## src/rtl/hazard_forward_unit_pkg.sv

```systemverilog
// Shared types and constants for the hazard/forwarding unit: register
// address type, architectural zero/link registers and the stall FSM states.
package hfu_pkg;

    typedef logic [4:0] reg_addr_t;

    localparam reg_addr_t ZERO_REG = 5'd31;
    localparam reg_addr_t LINK_REG = 5'd30;

    typedef enum logic [0:0] {
        ST_IDLE = 1'b0,
        ST_HOLD = 1'b1
    } hfu_state_e;

    // A branch-with-link stage implicitly writes LINK_REG; ZERO_REG never forwards.
    function automatic logic stage_match(
        input reg_addr_t rs,
        input logic      wr_en,
        input logic      bl,
        input reg_addr_t rd
    );
        return (rs != ZERO_REG) &&
               ((bl && (rs == LINK_REG)) ||
                (wr_en && (rd != ZERO_REG) && (rd == rs)));
    endfunction

endpackage

```

## src/rtl/hazard_forward_unit_fwd_select.sv

```systemverilog
// Priority forwarding-source selection for a single source operand.
// Stage 0 is the youngest and wins; select k means stage k-1, 0 means register file.
module fwd_select
    import hfu_pkg::*;
#(
    parameter int NUM_FWD = 2,
    parameter int SEL_W   = $clog2(NUM_FWD + 1)
) (
    input  logic [4:0]               rs_i,
    input  logic [NUM_FWD-1:0]       st_wr_en_i,
    input  logic [NUM_FWD-1:0]       st_bl_i,
    input  logic [NUM_FWD-1:0][4:0]  st_rd_i,
    output logic [SEL_W-1:0]         sel_o
);

    // Scan oldest to youngest so the youngest matching stage overrides.
    always_comb begin
        sel_o = '0;
        for (int i = NUM_FWD - 1; i >= 0; i--) begin
            sel_o = stage_match(rs_i, st_wr_en_i[i], st_bl_i[i], st_rd_i[i])
                    ? SEL_W'(i + 1) : sel_o;
        end
    end

endmodule

```

## src/rtl/hazard_forward_unit.sv

```systemverilog
// Operand forwarding select and load-use stall FSM.
// Optional build macro HFU_STATS_EN adds a saturating stall_count output.
module hazard_forward_unit
    import hfu_pkg::*;
#(
    parameter int NUM_SRC  = 2,
    parameter int NUM_FWD  = 2,
    parameter int LOAD_LAT = 1
) (
    input  logic                                    clk,
    input  logic                                    rst_n,
    input  logic [NUM_FWD-1:0]                      st_wr_en,
    input  logic [NUM_FWD-1:0]                      st_bl,
    input  logic [NUM_FWD-1:0][4:0]                 st_rd,
    input  logic [NUM_SRC-1:0][4:0]                 ex_rs,
    input  logic [NUM_SRC-1:0][4:0]                 id_rs,
    input  logic [NUM_SRC-1:0]                      id_rs_used,
    input  logic                                    ex_mem_read,
    input  logic [4:0]                              ex_rd,
    input  logic                                    flush,
    output logic [NUM_SRC-1:0][$clog2(NUM_FWD+1)-1:0] fwd_sel,
    output logic                                    stall
`ifdef HFU_STATS_EN
    ,
    output logic [31:0]                             stall_count
`endif
);

    localparam int         SEL_W     = $clog2(NUM_FWD + 1);
    localparam logic [2:0] HOLD_INIT = 3'(LOAD_LAT - 1);

    hfu_state_e state_q, state_d;
    logic [2:0] cnt_q, cnt_d;
    logic       use_hit_s;
    logic       load_use_s;
    logic       stall_s;

    for (genvar s = 0; s < NUM_SRC; s++) begin : g_src
        fwd_select #(
            .NUM_FWD (NUM_FWD),
            .SEL_W   (SEL_W)
        ) u_fwd_select (
            .rs_i       (ex_rs[s]),
            .st_wr_en_i (st_wr_en),
            .st_bl_i    (st_bl),
            .st_rd_i    (st_rd),
            .sel_o      (fwd_sel[s])
        );
    end

    // Load-use detection against every used IF/ID source.
    always_comb begin
        use_hit_s = 1'b0;
        for (int s = 0; s < NUM_SRC; s++) begin
            use_hit_s = use_hit_s | (id_rs_used[s] && (id_rs[s] == ex_rd));
        end
        load_use_s = ex_mem_read && (ex_rd != ZERO_REG) && use_hit_s;
    end

    // Stall FSM next-state: first stall cycle is spent in IDLE, the rest in HOLD.
    always_comb begin
        state_d = state_q;
        cnt_d   = cnt_q;
        stall_s = 1'b0;
        if (flush) begin
            state_d = ST_IDLE;
            cnt_d   = 3'd0;
            stall_s = 1'b0;
        end else begin
            case (state_q)
                ST_IDLE: begin
                    if (load_use_s) begin
                        stall_s = 1'b1;
                        if (LOAD_LAT > 1) begin
                            state_d = ST_HOLD;
                            cnt_d   = HOLD_INIT;
                        end else begin
                            state_d = ST_IDLE;
                            cnt_d   = 3'd0;
                        end
                    end else begin
                        stall_s = 1'b0;
                    end
                end
                ST_HOLD: begin
                    stall_s = 1'b1;
                    cnt_d   = cnt_q - 3'd1;
                    if (cnt_q <= 3'd1) begin
                        state_d = ST_IDLE;
                    end else begin
                        state_d = ST_HOLD;
                    end
                end
                default: begin
                    state_d = ST_IDLE;
                    cnt_d   = 3'd0;
                    stall_s = 1'b0;
                end
            endcase
        end
    end

    // Stall FSM state register.
    always_ff @(posedge clk or negedge rst_n) begin
        if (!rst_n) begin
            state_q <= ST_IDLE;
            cnt_q   <= 3'd0;
        end else begin
            state_q <= state_d;
            cnt_q   <= cnt_d;
        end
    end

    // Reset masks the combinational hazard path as well.
    assign stall = stall_s & rst_n;

`ifdef HFU_STATS_EN
    logic [31:0] stall_count_q;

    // Saturating count of stalled cycles.
    always_ff @(posedge clk or negedge rst_n) begin
        if (!rst_n) begin
            stall_count_q <= 32'd0;
        end else if (stall && (stall_count_q != 32'hFFFF_FFFF)) begin
            stall_count_q <= stall_count_q + 32'd1;
        end else begin
            stall_count_q <= stall_count_q;
        end
    end

    assign stall_count = stall_count_q;
`endif

endmodule

```

## config.mk

```make
export PLATFORM = sky130hd
export DESIGN_NAME = hazard_forward_unit
export DESIGN_NICKNAME = d
export VERILOG_FILES = /design/src/rtl/hazard_forward_unit_pkg.sv /design/src/rtl/hazard_forward_unit_fwd_select.sv /design/src/rtl/hazard_forward_unit.sv
export SDC_FILE = /design/constraint.sdc
export NUM_CORES = 1
export LEC_CHECK = 0
export CAP_MARGIN = 10
export CORE_UTILIZATION = 38
export DETAILED_ROUTE_END_ITERATION = 7
export GPL_TIMING_DRIVEN = 0
export PLACE_DENSITY = 0.83
export SYNTH_ARGS = -nofsm -noshare
export SYNTH_HDL_FRONTEND = slang
export SYNTH_SLANG_ARGS = --single-unit
```

## constraint.sdc

```tcl
create_clock -name clk -period 2.4 [get_ports clk]
set_input_delay 0.48 -clock clk [delete_from_list [all_inputs] [get_ports clk]]
set_output_delay 0.48 -clock clk [all_outputs]
set_load 0.03 [all_outputs]
```

==> run metrics <==
Worst Setup Path Type=primary input to output pin; CTS buffer count=3; crit path DAT=1.88 ns; crit path capture type=output pin; post-layout minimum cycle time=2.36 ns; Power Total=0.333 mW; CP Capture Point=fwd_sel[0]; CTS sink cnt=4; CP Depth=5; TritonCTS clock tree=done; Top Ports=50; Net Sw Frac=0.317; Async SR Flop Fraction=1.00; FF-to-FF End=cnt_q[2]; proportion of layout cells with a drive suffix above 1=0.115; # DRC=0; crit path max-delay cell type=clkdlybuf4s50_1; Setup WS pre-CTS=-0.546 ns; Critical Path Fanout Max=3; initial antenna violation count=0; largest net degree at the start of global routing=7; syn_area_per_cell=7.89 um2; Post-CTS Hold Fix Bufs=0; total wire length=2320 um; final hold violations=0; max-slew violation count=0; clk_lat worst skew=0.24 ns; Core ar.=1780 um2; sequential fraction of the synthesis area=0.135; Syn Inst Count=94; DR iter-0 viols=28; Comb power frac=0.534; Int Pwr=0.228 mW; Synth-to-Final Area Change=75.5%; CTS root buf=clkbuf_4; Max Cap Viol=0; reg-to-reg startpoint=cnt_q[0]; Starting Density=0.416; NumNets Final=197; cell taking the most area after synthesis=xnor2_1; Max VDD drop=155 uV; crit path cell chain=clkdlybuf4s50_1 > xor2_1 > nor4_4 > a31o_1 > buf_4; per-cell routed wire length=13.4 um; DP HPWL=1990 um; crit-path leading delay family=buffers and inverters; Psw=0.106 mW; Initial DRT Pass Iterations=4; top-area cell type share of the netlist area=0.189; via density per instance=5.13; Ant. Diodes=0; Mapped Area=742 um2; Max Freq=424 MHz; # port buffers=49; largest cells by area after synthesis=xnor2_1 19%, xor2_1 18%, dfrtp_1 13%; Hold Path Class=primary input to async pin; Synthesized Nets=141; Setup Viol. Count Final=0; number of H-tree levels=1; vias=888; Seq cells post-synth=4; GRT Residual Overflow=0; Chip Height=46.2 um; Post-DP Area=1260 um2; Detail Route Antenna Nets=0; Die Area=2130 um2; reg2reg path depth=6; number of global-route vias before repair=869; period utilization=0.984; Main synth FF type=dfrtp_1; critical path startpoint=ex_rs[2]; post-route worst setup slack=0.0395 ns; RSZ-0062 raised after global routing=yes; Startpoint Class=primary input; Flop pwr share=0.203; Clk pwr share=0.262; reg2reg setup slack=1.02 ns; synth unique cells=26; design area=1300 um2; required time of the critical path=1.92 ns; clk_skew=0.00153 ns; leakage=0.562 nW; row cnt=15; Relative slew margins=0.814; Synth Warn #=0; CP Buf/Inv Count=2; Clock Path Buffers=2; global-route wire length before repair=3730 um; pwr dens=256 nW/um2; Post-synth EDFFs=0; Total GRT Usage=0.245; biggest cell delay along the critical path=0.52 ns; Slew @ Worst Pin=0.277 ns; Die W=46.2 um; routability cong.=0.905; filler cell count=153; Worst-path clk slew=0.04 ns; status=finished clean
==> routing by layer <==
| metal | wire length (um) | track usage | up-vias |
|---|---|---|---|
| li1 | - | - | 445 |
| met1 | 953 | 0.295 | 404 |
| met2 | 1240 | 0.459 | 37 |
| met3 | 112 | 0.0353 | 2 |
| met4 | 8 | 0.0353 | 0 |
| met5 | 0 | 0 | - |
==> power groups by stage <==
stage | clock [mW] | sequential (mW) | combinational, mW
after floorplan | 0 | 0.0687 | 0.0671
after global placement | 0 | 0.0687 | 0.173
after detailed placement | 0 | 0.0687 | 0.176
after CTS | 0.0878 | 0.0678 | 0.178
after global routing | 0.0898 | 0.0678 | 0.191
final | 0.0874 | 0.0678 | 0.178
==> worst reg2reg max path, cell delays in order, from the launching register on <==
cell	delay, ns
dfrtp_1	0.41
inv_1	0.08
ha_1	0.21
xor2_1	0.14
and3_1	0.18
a31oi_1	0.14
o21ai_0	0.10
==> layout by cell type, fill, tap and decap left out, types with 2 or more instances in the layout <==
master / n
clkbuf_4: 3
xor2_1: 15
dlygate4sd2_1: 3
dfrtp_1: 4
buf_4: 5
dlymetal6s2s_1: 2
nand4_1: 4
a32oi_1: 2
o21ai_2: 2
ha_1: 2
xnor2_1: 16
nor3b_1: 2
nor3_1: 3
nand2_1: 7
a31o_1: 2
o21ai_0: 2
nor2_1: 7
nand3_1: 5
a31oi_1: 2
inv_1: 7
buf_2: 2
o211a_1: 2
clkdlybuf4s50_1: 39
==> sequential cells by signal, indices dropped and copies added (netlist names) <==
register and flops:
cnt_q 3, state_q 1
==> repair_timing <==
item                       4_1_cts  5_1_grt
gates resized for setup         32        6
setup endpoints to repair        5        4
buffers inserted                 2        0
pin swaps                        4        2
==> area by class of cell <==
| type | count | area, um2 | share of cell area |
|---|---|---|---|
| sequential | 4 | 100 | 0.0768 |
| timing repair buffer | 51 | 489 | 0.376 |
| tap | 25 | 31.3 | 0.0240 |
| inverter | 7 | 26.3 | 0.0202 |
| clock buffer | 3 | 22.5 | 0.0173 |
| multi-input combinational | 83 | 633 | 0.486 |
==> through the flow <==
step	std cells	utilization	setup TNS, ns	hold WS, ns
after floorplan	94	-	0	0.184
after global placement	168	0.709	-2.30	0.515
after detailed placement	168	0.709	-2.40	0.540
after CTS	173	0.725	0	0.468
after global routing	173	0.731	-0.00845	0.478
final	173	0.731	0	0.470
==> cells in the mapped netlist, drive strengths merged, types with 2 or more instances <==
cell,instances
nor3b,2
a32oi,2
nand4,4
dfrtp,4
xor2,15
nand3,5
a31o,2
a31oi,2
nor3,4
nand2,7
xnor2,17
nor2,7
nor4,2
inv,7
ha,2
o211a,2
o21ai,4
==> worst min-delay path by stage <==
stage	endpoint	slack (ns)	cells after the start
floorplan	cnt_q[0]	0.18	0
global placement	cnt_q[1]	0.52	2
detailed placement	cnt_q[1]	0.54	2
CTS	cnt_q[2]	0.47	1
global route	state_q	0.48	1
finish	state_q	0.47	1
==> cells by family after synthesis <==
group                    share of synthesized area
XOR/XNOR                                     0.388
AND/OR/NAND/NOR                              0.228
AO/OA/AOI/OAI                                0.180
flip-flops                                   0.135
adder cells (fa/ha/maj)                     0.0337
buffers and inverters                       0.0354
No activity file was read; power rests on OpenSTA's default activity.
==> RTL change 1: new RTL, config.mk and constraints unchanged <==
`NUM_SRC`: 2 -> 1.
--- a/src/rtl/hazard_forward_unit.sv
+++ b/src/rtl/hazard_forward_unit.sv
@@ -3,7 +3,7 @@
 module hazard_forward_unit
     import hfu_pkg::*;
 #(
-    parameter int NUM_SRC  = 2,
+    parameter int NUM_SRC  = 1,
     parameter int NUM_FWD  = 2,
     parameter int LOAD_LAT = 1
 ) (
Ports: changed (resized ex_rs, fwd_sel, id_rs and id_rs_used); port bits go from 50 to 37. No check against the original RTL was run, so the function may have changed too.
==> RTL change 1 against the original RTL <==
  * Wire length fell by 45%
  * Non-clock buffer count fell by 14
  * Power fell by 24%
  * Largest power group unchanged
  * Combinational power is 43% lower
  * Clock skew fell by 0.00070 ns
  * Sequential cell count is the same
  * Area after synthesis fell by 37%
  * Worst setup slack better by 0.073 ns
  * Design area down 33%
  * Utilization is 4.5 points higher
  * Sequential power about the same
==> RTL change 1: results (changes against the original RTL) <==
Layout Skew = 0.000825 ns (-0.000701 ns)
Type of the most critical hold path = in2async
First-pass GRT wire length = 2080 um (-44%)
Number of global-route vias before repair = 551 (-37%)
RR Endpoint = cnt_q[2]
Total track usage = 22.2% (-2.3 points)
Synth warn = 0 (unchanged)
Top flop regs = cnt_q: 3 flops, state_q: 1 flops
Drt drc = 0 (unchanged)
Fill count = 90 (-41%)
Antenna fix cells = 0 (unchanged)
Clk_lat worst skew = 0.24 ns (about the same)
Post-Layout Inst Area = 873 um^2 (-33%)
WL per Instance = 11.3 um (-16%)
Crit-path max FO = 3 (unchanged)
Critical R2R Launch = cnt_q[0]
Outcome = complete, no violations
Placed wire-length estimate = 1110 um (-44%)
Layout cells sized above 1 = 13.3% (+1.8 points)
Largest net degree at the start of global routing = 6 (-1)
Flop2flop setup slack = 1.37 ns (+0.35 ns)
Distinct cells, synth = 22 (-15%)
# setup viols final = 0 (unchanged)
Cts bufs inserted = 3 (unchanged)
Routed via count = 568 (-36%)
Clk slew on worst S/H paths = 0.04 ns (about the same)
Register area share after synthesis = 21.5% (+8.0 points)
Sw Ratio = 24.9% (-6.8 points)
Nets = 136 (-31%)
Synth top cells by count = xnor2_1, nand2_1, nand3_1, dfrtp_1, inv_1
Syn_nets = 94 (-33%)
Non-Filler Instances = 112 (-35%)
Placed inst area = 843 um^2 (-33%)
1st-iter DRT viols = 1 (-96%)
Largest stage delay, worst path = 0.46 ns (-0.06 ns)
CTS H-tree depth = 1 (unchanged)
Worst-case clock buffer depth = 2 (unchanged)
Mapped Cells = 58 (-38%)
# port buffers = 36 (-27%)
Gpl congestion = 0.697 (-23%)
Critical path startpoint = ex_rs[3]
Initial antenna violation count = 0 (unchanged)
Slowest stage cell, crit path = clkdlybuf4s50_1
Root buffer cell = clkbuf_4
Sequential share of power = 26.6% (+6.3 points)
Leak = 0.366 nW (-35%)
Largest vdd supply drop = 216 uV (+40%)
Slew headroom = 83.0% (+1.6 points)
Reg2reg path depth = 4 (-2)
Cell family with the largest share of critical-path delay = buffers and inverters
Last element of the critical path = fwd_sel[1]
GR Overflow Total = 0 (unchanged)
Fraction of registers with async set/reset = 100% (unchanged)
Main flop type after synthesis = dfrtp_1
Synth area leaders = dfrtp_1, xnor2_1, nand2_1
DR pass1 iterations = 2 (-2)
==> RTL change 1: cell count changes in the layout (fill, tap and decap cells not counted), moves of 3 or more <==
cell             change
xnor2_1              -6
buf_4                -3
inv_1                -3
clkdlybuf4s50_1      -8
xor2_1              -12
dlygate4sd2_1        -3
o22ai_1              +3
nor2_1               -4
==> RTL change 1: how the worst min path moves through the flow <==
stage	from	to	slack [ns]	depth (start not counted)
detailed placement	cnt_q[0]	cnt_q[0]	0.53	1
global placement	cnt_q[0]	cnt_q[0]	0.52	1
floorplan	rst_n	cnt_q[0]	0.18	0
CTS	rst_n	state_q	0.45	1
global route	rst_n	state_q	0.46	1
finish	rst_n	cnt_q[2]	0.45	1
==> RTL change 1: stage by stage <==
step	hold slack (ns)	worst slack, ns
2_1_floorplan	0.184	0.253
3_3_place_gp	0.522	-0.509
3_5_place_dp	0.528	-0.516
4_1_cts	0.450	-0.0391
5_1_grt	0.455	0.000594
6_report	0.455	0.113
==> RTL change 1: layer usage <==
metal	track usage, %	vias up	wire (um)
met5	0	-	0
met4	11.1	0	21
met3	9.76	5	95
met2	44.2	22	701
met1	17.8	254	446
li1	-	287	-
==> RTL change 1: layout make-up <==
class                           count  share of cell area [%]
Multi-Input combinational cell     50                    40.7
Inverter                            4                    1.72
Timing Repair Buffer               37                    41.5
Clock buffer                        3                    2.58
Sequential cell                     4                    11.5
Tap cell                           14                    2.01
==> RTL change 1: cells by family after synthesis <==
group / synth area share, %
fa+ha+maj: 5.38
buf+inv: 3.22
flops: 21.5
xor+xnor: 24.5
compound gates: 18.5
simple gates: 26.9
==> RTL change 1: timing repair <==
action	CTS	global route
setup endpoints to repair	3	3
resized for setup	14	7
buffers inserted	1	0
pin swaps	1	2
hold endpoints to repair	0	0
==> RTL change 1: power groups by stage <==
stage / registers [mW] / logic (mW) / clock network (mW)
finish: 0.0678 / 0.101 / 0.0854
global route: 0.0677 / 0.109 / 0.0947
CTS: 0.0678 / 0.102 / 0.0886
detailed placement: 0.0687 / 0.102 / 0
global placement: 0.0687 / 0.0994 / 0
floorplan: 0.0687 / 0.0320 / 0
==> RTL change 2: new RTL, same flow settings <==
Made on the original files. Add a define of `HFU_STATS_EN`.
--- a/src/rtl/hazard_forward_unit.sv
+++ b/src/rtl/hazard_forward_unit.sv
@@ -1,5 +1,7 @@
 // Operand forwarding select and load-use stall FSM.
 // Optional build macro HFU_STATS_EN adds a saturating stall_count output.
+`define HFU_STATS_EN
+
 module hazard_forward_unit
     import hfu_pkg::*;
 #(
Check against the original RTL (old outputs only; new: stall_count): equivalent (Yosys induction, for registers that start in step).
==> RTL change 2 against the original RTL <==
  * Worst setup slack gained 0.027 ns
  * Final cell count grew 130%
  * First-iteration DRC count rose to 2.7 times the old value
  * Count of clock-buffer cells in the layout is 2 higher
  * Combinational power up 42%
  * Wire length is 140% higher
  * Die area increased to 3.0 times the old value
  * Power rose to 4.3 times the old value
  * Clock skew grew 0.0084 ns
  * Sequential cell count up 32
  * Area after synthesis grew to 3.1 times the old value
  * Register-to-register slack lost 0.72 ns
  * Design area increased to 2.7 times the old value
  * Critical endpoint is now fwd_sel[3]
==> RTL change 2: results (changes against the original RTL) <==
Leak = 1.64 nW (+190%)
Total track usage = 18.3% (-6.2 points)
WHS = 0.132 ns (-0.338 ns)
Met2 Use GR = 33.6% (-12 points)
Post-Route WL = 5620 um (+140%)
Via density = 5.13 (about the same)
Met2 wire length = 2910 um (+130%)
Layout cells sized above 1 = 17.0% (+5.5 points)
Met3 wire length = 418 um (+270%)
Routed via count = 2043 (+130%)
Number of global-route vias before repair = 2021 (+130%)
Grt met1 use = 19.6% (-10 points)
Synth area leaders = dfrtp_1, xnor2_1, xor2_1
CTS H-tree depth = 2 (+1)
First-pass GRT wire length = 9010 um (+140%)
Placed Cells incl. Taps = 383 (+130%)
Fill count = 505 (+230%)
Placed inst area = 0.00322 mm^2 (+160%)
GRT met3 Usage = 5.26% (+1.7 points)
Flop2flop setup slack = 0.30 ns (-0.72 ns)
Clk slew on worst S/H paths = 0.08 ns (+0.04 ns)
Mapped Cells = 227 (+140%)
Cts bufs inserted = 5 (+2)
Nets = 370 (+88%)
Largest vdd supply drop = 250 uV (+62%)
Post-Layout Inst Area = 0.00346 mm^2 (+170%)
# port buffers = 81 (+65%)
Synth top cells by count = xnor2_1, dfrtp_1, xor2_1
Distinct cells, synth = 40 (+54%)
Syn_nets = 275 (+95%)
Largest net degree at the start of global routing = 39 (+32)
Layout Skew = 0.00993 ns (+0.00841 ns)
Highest metal used = met4
Register area share after synthesis = 38.9% (+25 points)
Outcome = complete, no violations
## RTL change 2: kinds of logic after synthesis
group	after synthesis	share of synthesized area, %
and+or+nand+nor	95	26.4
xor gates and xnor gates	61	23.1
DFF	36	38.9
AOI/OAI and AO/OA	18	5.78
buffers and inverters	11	2.70
muxes	3	1.46
adders and majority gates	3	1.62
## RTL change 2: power breakdown
group          switching (mW)  leakage [nW]  total (mW)  internal [mW]
Clock                   0.231        0.0541       0.539          0.307
Combinational           0.123          1.10       0.252          0.129
Sequential             0.0194         0.490       0.639          0.620
Total                   0.373          1.64        1.43           1.06
## RTL change 2: layout make-up
cell class,count,share of cell area [%]
flip-flops and latches,36,26.0
clock inverters,3,1.23
clock buffers,5,1.99
multi-input cells,180,40.1
inverters,6,0.651
plain buffers,5,1.27
repair buffers,88,26.0
well taps,75,2.71
## RTL change 2: final timing paths
kind,startpoint,end,cells after the start
worst min register to register,stall_count[8],stall_count[8],1
max in group asynchronous,rst_n,stall_count[18],1
min in group clk,stall_count[8],stall_count[8],1
worst max-delay path,ex_rs[7],fwd_sel[3],7
worst min-delay path,rst_n,stall_count[5],1
worst max register to register,stall_count[0],stall_count[6],9
## RTL change 2: per-stage QoR
stage / setup TNS, ns / total power [mW] / setup slack [ns]
floorplan: 0 / 0.752 / 0.0147
global placement: -34.66 / 0.900 / -1.69
detailed placement: -3.23 / 0.903 / -0.718
CTS: -0.0212 / 1.44 / -0.0212
global route: -0.0330 / 1.49 / -0.0330
finish: 0 / 1.43 / 0.0670
## RTL change 2: what timing repair did
action	in CTS	in global routing
buffers inserted	2	5
resized for setup	39	31
setup endpoints to repair	5	5
pin swaps	2	11
